$ cat src/rtl/conv_encoder_punct_pkg.sv
// conv_encoder_punct_pkg: shared PHY constants (rate codes, K=7 generators, puncture tables)
package conv_encoder_punct_pkg;
  localparam logic [1:0] RATE_1_2 = 2'd0;
  localparam logic [1:0] RATE_2_3 = 2'd1;
  localparam logic [1:0] RATE_3_4 = 2'd2;
  localparam logic [6:0] GEN_A_DEF = 7'o133;
  localparam logic [6:0] GEN_B_DEF = 7'o171;
  typedef struct packed {
    logic emit_a;
    logic emit_b;
  } punct_t;
  function automatic logic [1:0] rate_norm(input logic [1:0] r);
    return r == 2'd3 ? RATE_1_2 : r;
  endfunction
  function automatic punct_t punct_lookup(input logic [1:0] r, input logic [1:0] ph);
    return r == RATE_2_3 ? (ph == 2'd1 ? punct_t'(2'b10) : punct_t'(2'b11)) :
           r == RATE_3_4 ? (ph == 2'd1 ? punct_t'(2'b10) : ph == 2'd2 ? punct_t'(2'b01) : punct_t'(2'b11)) :
           punct_t'(2'b11);
  endfunction
  function automatic logic [1:0] ph_next(input logic [1:0] r, input logic [1:0] ph);
    return r == RATE_2_3 ? (ph == 2'd1 ? 2'd0 : ph + 2'd1) :
           r == RATE_3_4 ? (ph == 2'd2 ? 2'd0 : ph + 2'd1) : 2'd0;
  endfunction
endpackage

$ cat src/rtl/conv_enc_core.sv
// conv_enc_core: combinational K=7 encoder; ports in_bit_i, sr_i[5:0] (sr_i[5] newest) -> a_o, b_o
module conv_enc_core
  import conv_encoder_punct_pkg::*;
#(
  parameter logic [6:0] GEN_A = GEN_A_DEF,
  parameter logic [6:0] GEN_B = GEN_B_DEF
) (
  input  logic       in_bit_i,
  input  logic [5:0] sr_i,
  output logic       a_o,
  output logic       b_o
);
  logic [6:0] w;
  assign w   = {in_bit_i, sr_i};
  assign a_o = ^(w & GEN_A);
  assign b_o = ^(w & GEN_B);
endmodule

$ cat src/rtl/conv_encoder_punct.sv
// conv_encoder_punct: punctured rate-1/2 K=7 encoder; in_valid/in_ready/in_bit/in_first/in_last/rate in, out_valid/out_ready/out_bit/out_last serial out
module conv_encoder_punct
  import conv_encoder_punct_pkg::*;
#(
  parameter logic [6:0] GEN_A = GEN_A_DEF,
  parameter logic [6:0] GEN_B = GEN_B_DEF
) (
  input  logic       clk,
  input  logic       rst,
  input  logic [1:0] rate,
  input  logic       in_valid,
  output logic       in_ready,
  input  logic       in_bit,
  input  logic       in_first,
  input  logic       in_last,
  output logic       out_valid,
  input  logic       out_ready,
  output logic       out_bit,
  output logic       out_last
);
  logic [5:0] sr_q, sr_d, sr_cur;
  logic [1:0] ph_q, ph_d, ph_cur;
  logic [1:0] rate_q, rate_d, rate_cur;
  logic [1:0] cnt_q, cnt_d;
  logic [1:0] dat_q, dat_d;
  logic [1:0] last_q, last_d;
  logic       accept, pop, a, b;
  punct_t     pm;
  assign accept    = in_valid & in_ready;
  assign pop       = out_valid & out_ready;
  assign in_ready  = (cnt_q == 2'd0) | ((cnt_q == 2'd1) & out_ready);
  assign out_valid = cnt_q != 2'd0;
  assign out_bit   = dat_q[0];
  assign out_last  = last_q[0];
  // in_first restarts the frame: encode from zero state with the freshly sampled rate
  assign sr_cur   = in_first ? 6'd0 : sr_q;
  assign ph_cur   = in_first ? 2'd0 : ph_q;
  assign rate_cur = in_first ? rate_norm(rate) : rate_q;
  assign pm       = punct_lookup(rate_cur, ph_cur);
  conv_enc_core #(.GEN_A(GEN_A), .GEN_B(GEN_B)) u_core (
    .in_bit_i(in_bit),
    .sr_i    (sr_cur),
    .a_o     (a),
    .b_o     (b)
  );
  // accept is only possible when the buffer is empty after this cycle's pop, so a load overwrites both slots
  always_comb begin
    sr_d   = sr_q;
    ph_d   = ph_q;
    rate_d = rate_q;
    cnt_d  = pop ? cnt_q - 2'd1 : cnt_q;
    dat_d  = pop ? {1'b0, dat_q[1]} : dat_q;
    last_d = pop ? {1'b0, last_q[1]} : last_q;
    if (accept) begin
      sr_d   = {in_bit, sr_cur[5:1]};
      ph_d   = ph_next(rate_cur, ph_cur);
      rate_d = rate_cur;
      cnt_d  = {1'b0, pm.emit_a} + {1'b0, pm.emit_b};
      dat_d  = {b, pm.emit_a ? a : b};
      last_d = (pm.emit_a & pm.emit_b) ? {in_last, 1'b0} : {1'b0, in_last};
    end
  end
  always_ff @(posedge clk or posedge rst) begin
    if (rst) begin
      sr_q   <= '0;
      ph_q   <= '0;
      rate_q <= RATE_1_2;
      cnt_q  <= '0;
      dat_q  <= '0;
      last_q <= '0;
    end else begin
      sr_q   <= sr_d;
      ph_q   <= ph_d;
      rate_q <= rate_d;
      cnt_q  <= cnt_d;
      dat_q  <= dat_d;
      last_q <= last_d;
    end
  end
endmodule
$ cat config.mk
export PLATFORM = sky130hd
export DESIGN_NAME = conv_encoder_punct
export DESIGN_NICKNAME = d
export VERILOG_FILES = /design/src/rtl/conv_encoder_punct_pkg.sv /design/src/rtl/conv_enc_core.sv /design/src/rtl/conv_encoder_punct.sv
export SDC_FILE = /design/constraint.sdc
export NUM_CORES = 1
export LEC_CHECK = 0
export BUFFER_PORTS_ARGS = -buffer_cell sky130_fd_sc_hd__buf_4
export CORE_UTILIZATION = 30
export CTS_BUF_LIST = sky130_fd_sc_hd__clkbuf_16
export DETAILED_ROUTE_END_ITERATION = 8
export GPL_TIMING_DRIVEN = 0
export SKIP_CTS_REPAIR_TIMING = 1
export SYNTH_ARGS = -nofsm -noshare
export SYNTH_HDL_FRONTEND = slang
export SYNTH_SLANG_ARGS = --single-unit
$ cat constraint.sdc
create_clock -name clk -period 2 [get_ports clk]
set_input_delay 0.3 -clock clk [delete_from_list [all_inputs] [get_ports clk]]
set_output_delay 0.3 -clock clk [all_outputs]
set_load 0.05 [all_outputs]
# --- Word level (Yosys, flattened, before mapping) ---
# Index checks and enable logic that the tools add are counted.
word_totals:
  register_bits: 16
classes:
  n_mux: 21
  n_reduce_logical: 5
  bitwise_logic: 5
  add_sub_neg: 3
  eq_ne: 6
op_table:
  columns: ["cell", "n"]
  rows:
  - ["2-bit 2-to-1 mux", 18]
  - ["7-bit parity", 2]
  - ["2-bit by 1-bit == test with 1-bit output (second input constant)", 3]
  - ["2-bit == test (second input constant)", 3]
  - ["6-bit 2-to-1 mux", 1]
  - ["1-bit AND", 4]
  - ["2-bit nonzero test", 2]
  - ["1-bit by 1-bit adder with 2-bit output", 1]
  - ["2-bit by 1-bit adder with 2-bit output (second input constant)", 1]
  - ["2-bit zero test", 1]
  - ["1-bit 2-to-1 mux", 2]
  - ["2-bit by 1-bit subtractor with 2-bit output (second input constant)", 1]
  - ["1-bit bitwise OR", 1]

# --- Longest topological paths before layout ---
# Gate-level depths: netlist of run 1.
logic_depth:
  word_depth: 9
  depth_mapped: 9
  depth_no_buf: 8

# --- Cells and area by module ---
# Synthesis of run 1 repeated with hierarchy kept, for this count alone.
hier_totals:
  cells_unflattened: 94
  hier_area_um2: 1003.5
modules_own_cells:
  columns: ["module", "area_each_um2", "n_inst", "cells_per_inst"]
  rows:
  - ["conv_encoder_punct", 930.9, 1, 90]
  - ["conv_enc_core", 72.6, 1, 4]

# --- Least setup slack after synthesis of run 1 ---
# OpenSTA, ideal clock, no wires.
synth_path:
  path_type: "register -> register"
  start: "register cnt_q[0]"
  end: "register cnt_q[0]"
  slack_ns: -0.325
  path_stages_with_launch: 9
  n_path_buf: 0
  t_arrival_ns: 2.186
  synth_period_minus_slack_ns: 2.325
  required_time_ns: 1.862
  cell_sequence: "dfrtp_1 inv_1 ha_1 inv_1 nand2_1 and2_0 or3_1 o21ai_0 a21oi_1"
synth_via:
  elab_cells_between_ends: 11
synth_lines:
  columns: ["element", "line", "rtl"]
  rows:
  - ["start: declaration", "conv_encoder_punct.sv:24", "logic [1:0] cnt_q, cnt_d;"]
  - ["start signal: assignment", "conv_encoder_punct.sv:75", "cnt_q <= cnt_d;"]
  - ["2-bit nonzero test", "conv_encoder_punct.sv:32", "assign out_valid = cnt_q != 2'd0;"]
  - ["named net out_valid", "conv_encoder_punct.sv:16", "output logic out_valid,"]
  - ["1-bit AND", "conv_encoder_punct.sv:30", "assign pop = out_valid & out_ready;"]
  - ["2-bit nonzero test (no line)", null, null]
# The timed path passes the listed nets, and every way through them passes these cells. The select of a mux whose other input is x is not followed.
# A chain may end at the register's enable or synchronous reset.

# --- Final worst setup path of run 1 ---
layout_path:
  start: "register rate_q[1]"
  end: "register last_q[0]"
layout_via:
  elab_chain_cells: 7
  elab_cells_between_ends: 8
layout_rtl:
  columns: ["element", "line", "rtl"]
  rows:
  - ["start: declaration", "conv_encoder_punct.sv:23", "logic [1:0] rate_q, rate_d, rate_cur;"]
  - ["start signal: assignment", "conv_encoder_punct.sv:74", "rate_q <= rate_d;"]
  - ["2-bit 2-to-1 mux (*)", "conv_encoder_punct.sv:38", "assign rate_cur = in_first ? rate_norm(rate) : rate_q;"]
  - ["2-bit == test", "conv_encoder_punct_pkg.sv:17", "r == RATE_3_4 ? (ph == 2'd1 ? punct_t'(2'b10) : ph == 2'd2 ? punct_t'(2'b01) : punct_t'(2'b11)) :"]
  - ["2-bit 2-to-1 mux", "conv_encoder_punct_pkg.sv:17", null]
  - ["2-bit 2-to-1 mux (*)", "conv_encoder_punct_pkg.sv:16", "return r == RATE_2_3 ? (ph == 2'd1 ? punct_t'(2'b10) : punct_t'(2'b11)) :"]
  - ["1-bit AND (*)", "conv_encoder_punct.sv:60", "last_d = (pm.emit_a & pm.emit_b) ? {in_last, 1'b0} : {1'b0, in_last};"]
  - ["2-bit 2-to-1 mux (*)", "conv_encoder_punct.sv:60", null]
  - ["2-bit 2-to-1 mux (*)", "conv_encoder_punct.sv:54", "if (accept) begin"]
  - ["end signal: assignment", "conv_encoder_punct.sv:77", "last_q <= last_d;"]
  - ["end: declaration", "conv_encoder_punct.sv:26", "logic [1:0] last_q, last_d;"]
# Every way passes the cells marked *; elsewhere a longest branch is shown, timed or not.

==> results of run 1 <==
[logic make-up after synthesis]
logic type,Yosys count
AND/OR/NAND/NOR,38
AO/OA/AOI/OAI,22
XOR/XNOR,8
multiplexers,3
adder cells (fa/ha/maj),3
flip-flops,16
buffers and inverters,7
[state kept, by name, summed over array words and instances, names as in the netlist]
register / flops
cnt_q: 2
sr_q: 6
ph_q: 2
dat_q: 2
rate_q: 2
last_q: 2
[per-stage QoR]
step,setup TNS [ns],hold WS (ns)
CTS,0,0.163
finish,0,0.126
global placement,-0.0163,0.427
floorplan,0,0.214
detailed placement,-0.0350,0.431
global route,0,0.198
[worst paths after layout]
kind,startpoint,to,slack (ns),cells past startpoint
setup / recovery,rate_q[1],last_q[0],0.15,6
hold / removal,rst,dat_q[0],0.13,2
setup reg to reg,rate_q[1],last_q[0],0.15,6
hold reg to reg,cnt_q[1],cnt_q[1],0.48,2
max in group asynchronous,rst,rate_q[1],1.45,2
min in group clk,in_bit,sr_q[5],0.28,3
[report_power, final]
group	internal (mW)	total, mW	switching [mW]
clock network	0.265	0.391	0.126
registers	0.448	0.549	0.101
logic	0.343	0.823	0.480
total	1.06	1.76	0.707
[placed cells by master, fill, tap and decap left out, types with 2 or more instances in the layout]
cell type,netlist,layout
o21ai_1,2,3
xnor2_1,4,4
nand3b_1,2,2
and2_1,1,2
xor2_1,3,3
clkbuf_16,0,3
o21ai_0,14,13
nand2b_1,4,4
buf_4,0,12
buf_2,2,2
dfrtp_1,16,15
inv_1,4,3
a21oi_1,2,2
ha_1,3,2
mux2_2,2,2
nor2b_1,4,4
nand2_1,17,16
a31oi_1,2,2
nor2_1,2,2
[area by class of cell]
cell class | instances | share of cell area, %
plain buffers | 3 | 1.20
inverters | 4 | 1.64
clock buffers | 3 | 6.56
well taps | 31 | 3.39
repair buffers | 12 | 7.88
clock inverters | 1 | 0.328
flip-flops and latches | 16 | 35.1
multi-input cells | 74 | 43.9
[metal layers]
layer | GRT usage (%) | wire length, um
met5 | 0 | 0
met1 | 15.8 | 829
met3 | 2.04 | 69
met2 | 18.7 | 728
met4 | 6.27 | 34
[worst register-to-register path: cells and delay by family (launching register included)]
kind / cells / cell delay (ns)
DFF: 1 / 0.43
and+or+nand+nor: 2 / 0.79
xor gates and xnor gates: 1 / 0.13
AOI/OAI and AO/OA: 2 / 0.17
adders and majority gates: 1 / 0.26
==> metrics.md, run 1 <==
| Metric | Value |
|---|---|
| Post-synth top flop | `dfrtp_1` |
| Mean Syn Cell Area | `around 9.4 sq um` |
| Clk_skew | `approximately 0.0019 ns` |
| Sequential share of the synthesized area | `44.1%` |
| Power Dens Cells | `1540 mW/mm^2` |
| DR pass1 iterations | `6` |
| Mux share of post-synthesis cell area | `roughly 3.6%` |
| Share of cells above drive strength 1 | `around a quarter` |
| Synth Area in XOR/XNOR | `roughly 8.6%` |
| Slowest CP cell | `or4b_2` |
| First-pass GRT wire length | `a little under 3000 um` |
| Unrepaired setup endpoints after global routing | `false` |
| Area growth, synth to finish | `26.1%` |
| Flip-flop and latch count after synthesis | `16` |
| Worst-Margin Slew | `0.576 ns` |
| Area of the multi-input gates | `about 500 sq um` |
| Sequential cell area | `402 sq um` |
| Routability cong. | `roughly 0.73` |
| Largest family of logic cells by synthesized area | `simple AND/OR/NAND/NOR gates` |
| Clk buf depth | `2` |
| Kind of cell adding the most delay to the critical path | `simple AND/OR/NAND/NOR gates` |
| Critical path buffers and inverters | `0` |
| Mapped Cells | `between 90 and 100` |
| Mapped cell area | `~910 sq um` |
| Fin crit period | `~1.8 ns` |
| Achievable Freq | `0.541 GHz` |
| Post-synthesis simple-gate area fraction | `22.3%` |
| Core region area | `~0.0028 sq mm` |
| Nets | `~130` |
| Async S/R FF share, synth | `100%` |
| Core Rows | `19` |
| Largest net degree at the start of global routing | `17` |
| Top cell type's share of synthesized area | `44.1%` |
| Critical path required time | `between 2 and 2.5 ns` |
| Wire per inst | `approximately 12 um` |
| Most frequent cells after synthesis | `nand2_1 (17), dfrtp_1 (16), o21ai_0 (14)` |
| Synth Area in Adders | `4.14%` |
| Clock Latency Late Sink | `roughly 0.25 ns` |
| DIE AREA | `between 0.003 and 0.004 sq mm` |
| Pleak | `0.494 nW` |
| VDD IR-drop max | `about 0.00049 V` |
| Drt total wl | `1660 um` |
| Critical path peak fanout | `5` |
| Gr ovfl total | `0` |
| Vias in the first global route | `~660` |
| Synth warn | `0` |
| N_diodes | `0` |
| Total CTS buffers | `3` |
| WS Path Type | `flip-flop to flip-flop` |
| Top cells by area, synth | `dfrtp_1 (44%), o21ai_0 (7.7%), nand2_1 (7.0%)` |
| Mapped Nets | `109` |
| Netlist cell types | `29` |
| Starting density of the core | `about a third` |
| Routed vias | `693` |
| Slew margin rel. | `~60%` |
| Worst setup SP type | `flip-flop` |
| Cell taking the most area after synthesis | `dfrtp_1` |
| Pre-CTS setup slack | `-0.0350 ns` |
| Die height | `roughly 57 um` |
| CP cell instances | `xnor2_1 > or4b_2 > ha_1 > nor3b_2 > a21oi_1 > o21ai_1` |
| Die X | `between 50 and 60 um` |
| Post-Layout Cell Count | `144` |
| Final ANT Viol Nets | `0` |
| Fin crit share | `between 90% and 100%` |
| I/O pin cnt | `13` |
| Max-slew violations | `0` |
| Detailed Place HPWL | `roughly 1200 um` |
| DRT iter0 DRCs | `19` |
| Clock Tree Root | `clkbuf_16` |
| Nature of the critical path endpoint | `flip-flop` |
| DR vias/cell | `approximately 4.8` |
| Max-cap viol count | `0` |
| Clk sinks | `16` |
| Crit-path max cell delay | `0.61 ns` |
| Cell area after layout | `about 0.0011 sq mm` |
| Failing checks | `design-rule violations` |
| H-tree depth | `1` |
| Initial antenna violation count | `0` |
| Fill count | `286` |
| Final setup vio count | `0` |
| Synth Area in Compound Gates | `approximately 14%` |
| Drt drc | `2` |
| Total track usage | `between 10% and 20%` |
| Final Worst Setup Slack | `about 0.15 ns` |
| Core Util, Final | `40.8%` |
| Pwr Total | `~1.8 mW` |
| Final Hold Fails | `0` |
| Hold Crit Class | `primary input to async pin` |
| Inst Count DP | `140` |
| CP Data Arrival Time | `2.02 ns` |
| Port Buffers | `12` |
| Post-synth EDFFs | `0` |
| Status | `complete, but fails checks` |
| CTS tree | `yes` |
| Clk slew on worst S/H paths | `about 0.05 ns` |
| Count leader, synth | `nand2_1` |
| Placed inst area | `0.00106 sq mm` |
Note: power is estimated with default switching activity, not from simulation.
==> run 2, diff against run 1 <==
--- a/config.mk
+++ b/config.mk
@@ -8,9 +8,11 @@
 export BUFFER_PORTS_ARGS = -buffer_cell sky130_fd_sc_hd__buf_4
 export CORE_UTILIZATION = 30
 export CTS_BUF_LIST = sky130_fd_sc_hd__clkbuf_16
+export CTS_CLUSTER_DIAMETER = 30
 export DETAILED_ROUTE_END_ITERATION = 8
 export GPL_TIMING_DRIVEN = 0
 export SKIP_CTS_REPAIR_TIMING = 1
 export SYNTH_ARGS = -nofsm -noshare
 export SYNTH_HDL_FRONTEND = slang
+export SYNTH_HIERARCHICAL = 1
 export SYNTH_SLANG_ARGS = --single-unit
==> run 2 against run 1 <==
Effect of this change: first-iteration DRC count down 21%; cell area up 7.0%; synthesized area up 11%; worst hold slack better by 0.019 ns; the run now ends clean; flip-flop and latch count unchanged; total power up 2.2%; final cell count up 6.3%; largest cell class unchanged; register-to-register slack better by 0.07 ns.
==> metrics.md, run 2 <==
| Metric | Value |
|---|---|
| Die X | `59.8 um (+5.0%)` |
| Clock Latency Late Sink | `0.24 ns (about the same)` |
| Commonest cells after routing, fill and taps aside | `dfrtp_1 (16), buf_4 (12), nand2_1 (10), nor2b_1 (10), inv_1 (7)` |
| Achievable Freq | `0.561 GHz (+3.7%)` |
| Final Hold Fails | `0 (unchanged)` |
| Vias in the first global route | `754 (+15%)` |
| Core Rows | `20 (+1)` |
| DRT iter0 DRCs | `15 (-4)` |
| Worst setup SP type | `flip-flop` |
| Initial antenna violation count | `0 (unchanged)` |
| CP dominant cell by count | `buf_6` |
| Pwr Total | `1.80 mW (+2.2%)` |
| Post-synth top flop | `dfrtp_1` |
| Fraction of power consumed by sequential logic | `29.9% (-1.2 points)` |
| Gr ovfl total | `0 (unchanged)` |
| Synth warn | `6 (+6)` |
| Worst hold slack | `0.145 ns (+0.0190 ns)` |
| Critical path peak fanout | `8 (+3)` |
| Starting density of the core | `32.3% (about the same)` |
| Area growth, synth to finish | `21.9%` |
| Sequential cell area | `400 sq um (-0.31%)` |
| Async S/R FF share, synth | `100% (unchanged)` |
| Max-slew violations | `0 (unchanged)` |
| DRT met1 WL | `817 um (-1.4%)` |
| Largest register FFs | `6 (unchanged)` |
| Largest net degree at the start of global routing | `17 (unchanged)` |
| Clk buf depth | `2 (unchanged)` |
| Share of cells above drive strength 1 | `29.4% (+4.6 points)` |
| Slowest CP cell | `dfrtp_1` |
| Final ANT Viol Nets | `0 (unchanged)` |
| DIE AREA | `0.00358 sq mm (+10%)` |
| Pleak | `0.570 nW (+15%)` |
| Worst-case reg-to-reg path depth | `8 (+2)` |
| CTS tree | `yes` |
| Most common cell after layout, fill and taps aside | `dfrtp_1` |
| Post-synth EDFFs | `0 (unchanged)` |
| Drt drc | `0 (-2)` |
| Most flops, register | `sr_q` |
| VDD IR-drop max | `0.000397 V (-18%)` |
| Nets | `123 (-2.4%)` |
| CP cell instances | `inv_1 > ha_1 > buf_6 > a21o_4 > and2_4 > buf_6 > nand2_1 > mux2_2` |
| Fin crit period | `1.78 ns (-0.0654 ns)` |
| R2r endpoint | `rate_q[0]` |
| Mean Syn Cell Area | `10.7 sq um (+14%)` |
| WS Path Type | `flip-flop to flip-flop` |
| Total track usage | `12.6% (+0.68 points)` |
| Port Buffers | `12 (unchanged)` |
| Total CTS buffers | `3 (unchanged)` |
| Mapped Nets | `106 (-2.8%)` |
| Pint | `1.14 mW (+7.5%)` |
| Die height | `59.8 um (+5.0%)` |
| DR pass1 iterations | `2 (-4)` |
| Switch share | `36.9% (-3.1 points)` |
| Flip-flop and latch count after synthesis | `16 (unchanged)` |
| Fin crit share | `89.1% (-3.3 points)` |
| Setup TNS | `0 ns (unchanged)` |
| N_diodes | `0 (unchanged)` |
| Reg-to-Reg Start | `cnt_q[0]` |
| Netlist cell types | `33 (+14%)` |
| Clock Tree Root | `clkbuf_16` |
| Status | `finished clean` |
| Most frequent cells after synthesis | `dfrtp_1 (16), nand2_1 (10), nor2b_1 (10)` |
| Top cells by area, synth | `dfrtp_1 (40%), mux2_2 (6.7%), nor2b_1 (6.2%)` |
| Final setup vio count | `0 (unchanged)` |
| Crit-path max cell delay | `0.35 ns (-0.26 ns)` |
| Wire per inst | `12.2 um (+5.8%)` |
| FF-to-FF setup slack | `0.22 ns (+0.07 ns)` |
| Unrepaired setup endpoints after global routing | `false` |
| Hold Crit Class | `primary input to async pin` |
| Metal3 WL | `55 um (-20%)` |
| Critical path required time | `2.13 ns (-0.04 ns)` |
| Clk_skew | `0.00116 ns (-0.000719 ns)` |
| First-pass GRT wire length | `3240 um (+9.8%)` |
| Met2 wire len | `965 um (+33%)` |
| Worst-Margin Slew | `0.642 ns (+0.0658 ns)` |
| I/O pin cnt | `13 (unchanged)` |
| Fill count | `330 (+15%)` |
| Detailed Place HPWL | `1380 um (+12%)` |
| Max-cap viol count | `0 (unchanged)` |
| Routability cong. | `0.718 (-2.2%)` |
| Clk slew on worst S/H paths | `0.05 ns (about the same)` |
| CP Data Arrival Time | `1.91 ns (-0.11 ns)` |
| Clock power frac | `21.5% (-0.7 points)` |
| Clk sinks | `16 (unchanged)` |
| Count leader, synth | `dfrtp_1` |
| DR vias/cell | `4.73 (-1.7%)` |
| Mapped Cells | `94 (-3.1%)` |
| Psw | `0.666 mW (-5.9%)` |
| H-tree depth | `1 (unchanged)` |
| Area of the multi-input gates | `536 sq um (+6.7%)` |
| Slew margin rel. | `57.2% (-3.3 points)` |
| Power Dens Cells | `1470 mW/mm^2 (-4.5%)` |
| Top cell type's share of synthesized area | `39.9% (-4.2 points)` |
| Core region area | `0.00310 sq mm (+11%)` |
| Top routing layer in use | `met4` |
| Drt total wl | `1870 um (+12%)` |
| Sequential share of the synthesized area | `39.9% (-4.2 points)` |
| Cell taking the most area after synthesis | `dfrtp_1` |
| Nature of the critical path endpoint | `flip-flop` |
| Mapped cell area | `0.00100 sq mm (+11%)` |
| Comb pwr share | `48.7% (+2.0 points)` |
| Routed vias | `724 (+4.5%)` |
run 2: changes by cell type after synthesis, sizes merged, moves of 2 or more:
cell	before	now
inv	4	7
mux2	2	8
nand2	17	10
nor2b	4	10
nor3	0	2
nor3b	2	0
o21ai	16	4
xnor2	4	2
xor2	4	0
xor3	0	2
run 2: layout make-up:
cell class / count / share of cell area [%]
Multi-Input combinational cell: 67 / 43.8
Sequential cell: 16 / 32.7
Timing Repair Buffer: 12 / 7.36
Clock buffer: 3 / 6.13
Tap cell: 44 / 4.50
Buffer: 4 / 3.37
Inverter: 7 / 2.15
run 2: power groups by stage:
stage / logic (mW) / clock network, mW / registers [mW]
4_1_cts: 0.887 / 0.395 / 0.539
2_1_floorplan: 0.649 / 0 / 0.583
6_report: 0.877 / 0.387 / 0.538
3_3_place_gp: 0.863 / 0 / 0.535
3_5_place_dp: 0.880 / 0 / 0.542
5_1_grt: 0.955 / 0.407 / 0.557
run 2: how the worst max path moves through the flow:
| stage | startpoint | to | slack, ns |
|---|---|---|---|
| after floorplan | cnt_q[0] | sr_q[0] | 0.22 |
| final | cnt_q[0] | rate_q[0] | 0.22 |
| after global routing | cnt_q[0] | rate_q[0] | 0.13 |
| after global placement | in_first | dat_q[0] | 0.1 |
| after detailed placement | in_first | dat_q[0] | 0.08 |
| after CTS | cnt_q[0] | rate_q[1] | 0.20 |
run 2: worst max-delay path: cells and delay by family (launching register included):
family | cells | cell delay (ns)
AND/OR/NAND/NOR | 2 | 0.25
AO/OA/AOI/OAI | 1 | 0.19
adder cells (fa/ha/maj) | 1 | 0.21
flip-flops | 1 | 0.35
multiplexers | 1 | 0.34
buffers and inverters | 3 | 0.33
run 2: cells by family after synthesis:
family	count (synthesis)	synth area share [%]
simple gates	33	17.1
buf+inv	11	6.73
xor+xnor	4	7.23
mux	10	11.7
fa+ha+maj	3	3.74
flops	16	39.9
compound gates	17	13.6
run 2: per-layer routing:
| layer | GRT usage, % | up-vias |
|---|---|---|
| met4 | 5.98 | 0 |
| li1 | - | 360 |
| met5 | 0 | - |
| met1 | 14.2 | 355 |
| met2 | 21.4 | 7 |
| met3 | 3.90 | 2 |
run 2: metrics by stage:
step                area (sq um)  util [%]  cells  worst slack, ns
floorplan                   1000         -     94            0.224
global placement            1150      37.0    150           0.0975
detailed placement          1150      37.0    150           0.0755
CTS                         1220      39.4    153            0.202
global route                1220      39.4    153            0.131
finish                      1220      39.4    153            0.218
==> run 3, diff against run 2 <==
--- a/config.mk
+++ b/config.mk
@@ -11,6 +11,7 @@
 export CTS_CLUSTER_DIAMETER = 30
 export DETAILED_ROUTE_END_ITERATION = 8
 export GPL_TIMING_DRIVEN = 0
+export PLACE_DENSITY_LB_ADDON = 0.08
 export SKIP_CTS_REPAIR_TIMING = 1
 export SYNTH_ARGS = -nofsm -noshare
 export SYNTH_HDL_FRONTEND = slang
==> run 3 against run 2 <==
Effect of this change: clock skew rose by 0.0018 ns; sequential share of layout area did not move; final cell count did not move; cell area did not move; sequential power fell by 0.7%; critical endpoint is now sr_q[0].
==> metrics.md, run 3 (same netlist as run 2, synthesis figures left out) <==
| Metric | Value |
|---|---|
| Core region area | `0.00310 sq mm (unchanged)` |
| Largest register FFs | `6 (unchanged)` |
| Final Hold Fails | `0 (unchanged)` |
| Placed inst area | `0.00115 sq mm (unchanged)` |
| Routed vias | `713 (-1.5%)` |
| Pleak | `0.570 nW (unchanged)` |
| Power Dens Cells | `1460 mW/mm^2 (-0.69%)` |
| Nature of the critical path endpoint | `flip-flop` |
| Final Worst Setup Slack | `0.239 ns (+0.0208 ns)` |
| DRT iter0 DRCs | `18 (+3)` |
| Area of the multi-input gates | `536 sq um (unchanged)` |
| Worst setup SP type | `flip-flop` |
| Total CTS buffers | `3 (unchanged)` |
| Drt total wl | `1830 um (-2.0%)` |
| Pwr Total | `1.79 mW (-0.69%)` |
| DIE AREA | `0.00358 sq mm (unchanged)` |
| Commonest cells after routing, fill and taps aside | `dfrtp_1 (16), buf_4 (12), nand2_1 (10), nor2b_1 (10), inv_1 (7)` |
| DR pass1 iterations | `4 (+2)` |
| Wire per inst | `12.0 um (-2.0%)` |
| CP Data Arrival Time | `1.89 ns (-0.02 ns)` |
| Gr ovfl total | `0 (unchanged)` |
| Worst-case reg-to-reg path depth | `8 (unchanged)` |
| Hold Crit Class | `primary input to async pin` |
| Die height | `59.8 um (unchanged)` |
| Total track usage | `12.1% (-0.49 points)` |
| Clk buf depth | `2 (unchanged)` |
| Initial antenna violation count | `0 (unchanged)` |
| Clk_skew | `0.00297 ns (+0.00182 ns)` |
| Slew margin rel. | `56.5% (-0.70 points)` |
| Unrepaired setup endpoints after global routing | `false` |
| Setup TNS | `0 ns (unchanged)` |
| WS Path Type | `flip-flop to flip-flop` |
| Area growth, synth to finish | `21.9% (unchanged)` |
| I/O pin cnt | `13 (unchanged)` |
| Critical path peak fanout | `10 (+2)` |
| Clk slew on worst S/H paths | `0.05 ns (about the same)` |
| N_diodes | `0 (unchanged)` |
| Sequential cell area | `400 sq um (unchanged)` |
| DR vias/cell | `4.66 (-1.5%)` |
| Vias in the first global route | `685 (-9.2%)` |
| Final ANT Viol Nets | `0 (unchanged)` |
| Share of cells above drive strength 1 | `29.4% (unchanged)` |
| Critical path required time | `2.13 ns (about the same)` |
| Most common cell after layout, fill and taps aside | `dfrtp_1` |
| Max-slew violations | `0 (unchanged)` |
| Detailed Place HPWL | `1380 um (-0.51%)` |
| Max-cap viol count | `0 (unchanged)` |
| Starting density of the core | `32.3% (unchanged)` |
| Fin crit share | `88.1% (-1.0 points)` |
| Routability cong. | `0.717 (-0.15%)` |
| Final setup vio count | `0 (unchanged)` |
| Drt drc | `0 (unchanged)` |
| Cell area after layout | `0.00122 sq mm (unchanged)` |
| CP startpoint | `cnt_q[0]` |
| Die X | `59.8 um (unchanged)` |
| Pre-CTS setup slack | `0.0684 ns (-0.00703 ns)` |
| Core Rows | `20 (unchanged)` |
| Clock Tree Root | `clkbuf_16` |
| Nets | `123 (unchanged)` |
| Fill count | `336 (+1.8%)` |
| Status | `finished clean` |
| First-pass GRT wire length | `3090 um (-4.5%)` |
| Clk sinks | `16 (unchanged)` |
| Most flops, register | `sr_q` |
| Clock Latency Late Sink | `0.24 ns (about the same)` |
| Worst-Margin Slew | `0.652 ns (+0.0104 ns)` |
| FF-to-FF setup slack | `0.24 ns (+0.02 ns)` |
| VDD IR-drop max | `0.000551 V (+39%)` |
| Achievable Freq | `0.568 GHz (+1.2%)` |
| Reg-to-Reg Start | `cnt_q[0]` |
| Fin crit period | `1.76 ns (-0.0208 ns)` |
| CTS tree | `yes` |
| Largest net degree at the start of global routing | `17 (unchanged)` |
| H-tree depth | `1 (unchanged)` |
| Port Buffers | `12 (unchanged)` |
-- run 3: cell counts in the layout (fill, tap and decap cells not counted) --
No cell type changed its count.
-- run 3: where the power goes --
| part | internal (mW) | leakage, nW | switching, mW | total, mW |
|---|---|---|---|---|
| Combinational | 0.418 | 0.326 | 0.455 | 0.872 |
| Clock | 0.262 | 0.0370 | 0.121 | 0.383 |
| Sequential | 0.457 | 0.207 | 0.0774 | 0.534 |
| Total | 1.14 | 0.570 | 0.653 | 1.79 |
-- run 3: area by class of cell --
cell class / count / share of cell area (%)
buffer: 4 / 3.37
sequential: 16 / 32.7
inverter: 7 / 2.15
clock buffer: 3 / 6.13
tap: 44 / 4.50
timing repair buffer: 12 / 7.36
multi-input combinational: 67 / 43.8
-- run 3: routing by layer --
layer	part of all wire, %	vias up	GRT usage, %
li1	-	359	-
met4	0.93	0	2.99
met5	0	-	0
met2	46	8	18.3
met3	3.5	2	4.55
met1	49	344	16.2
-- run 3: worst paths after layout --
path / to
worst min register to register: sr_q[5]
worst max-delay path: sr_q[0]
worst max register to register: sr_q[0]
worst min-delay path: cnt_q[1]
min in group clk: sr_q[5]
max in group asynchronous: sr_q[5]
-- run 3: through the flow --
step                      cells  hold WS, ns  util, %
after floorplan              94        0.214        -
after global placement      150        0.447     37.0
after detailed placement    150        0.449     37.0
after CTS                   153        0.187     39.4
after global routing        153        0.228     39.4
final                       153        0.151     39.4
-- run 3: critical path: stages (launching register included) --
cell,delay (ns)
dfrtp_1,0.34
inv_1,0.07
ha_1,0.20
buf_6,0.13
a21o_4,0.18
and2_4,0.15
buf_6,0.12
buf_8,0.14
mux2_4,0.29
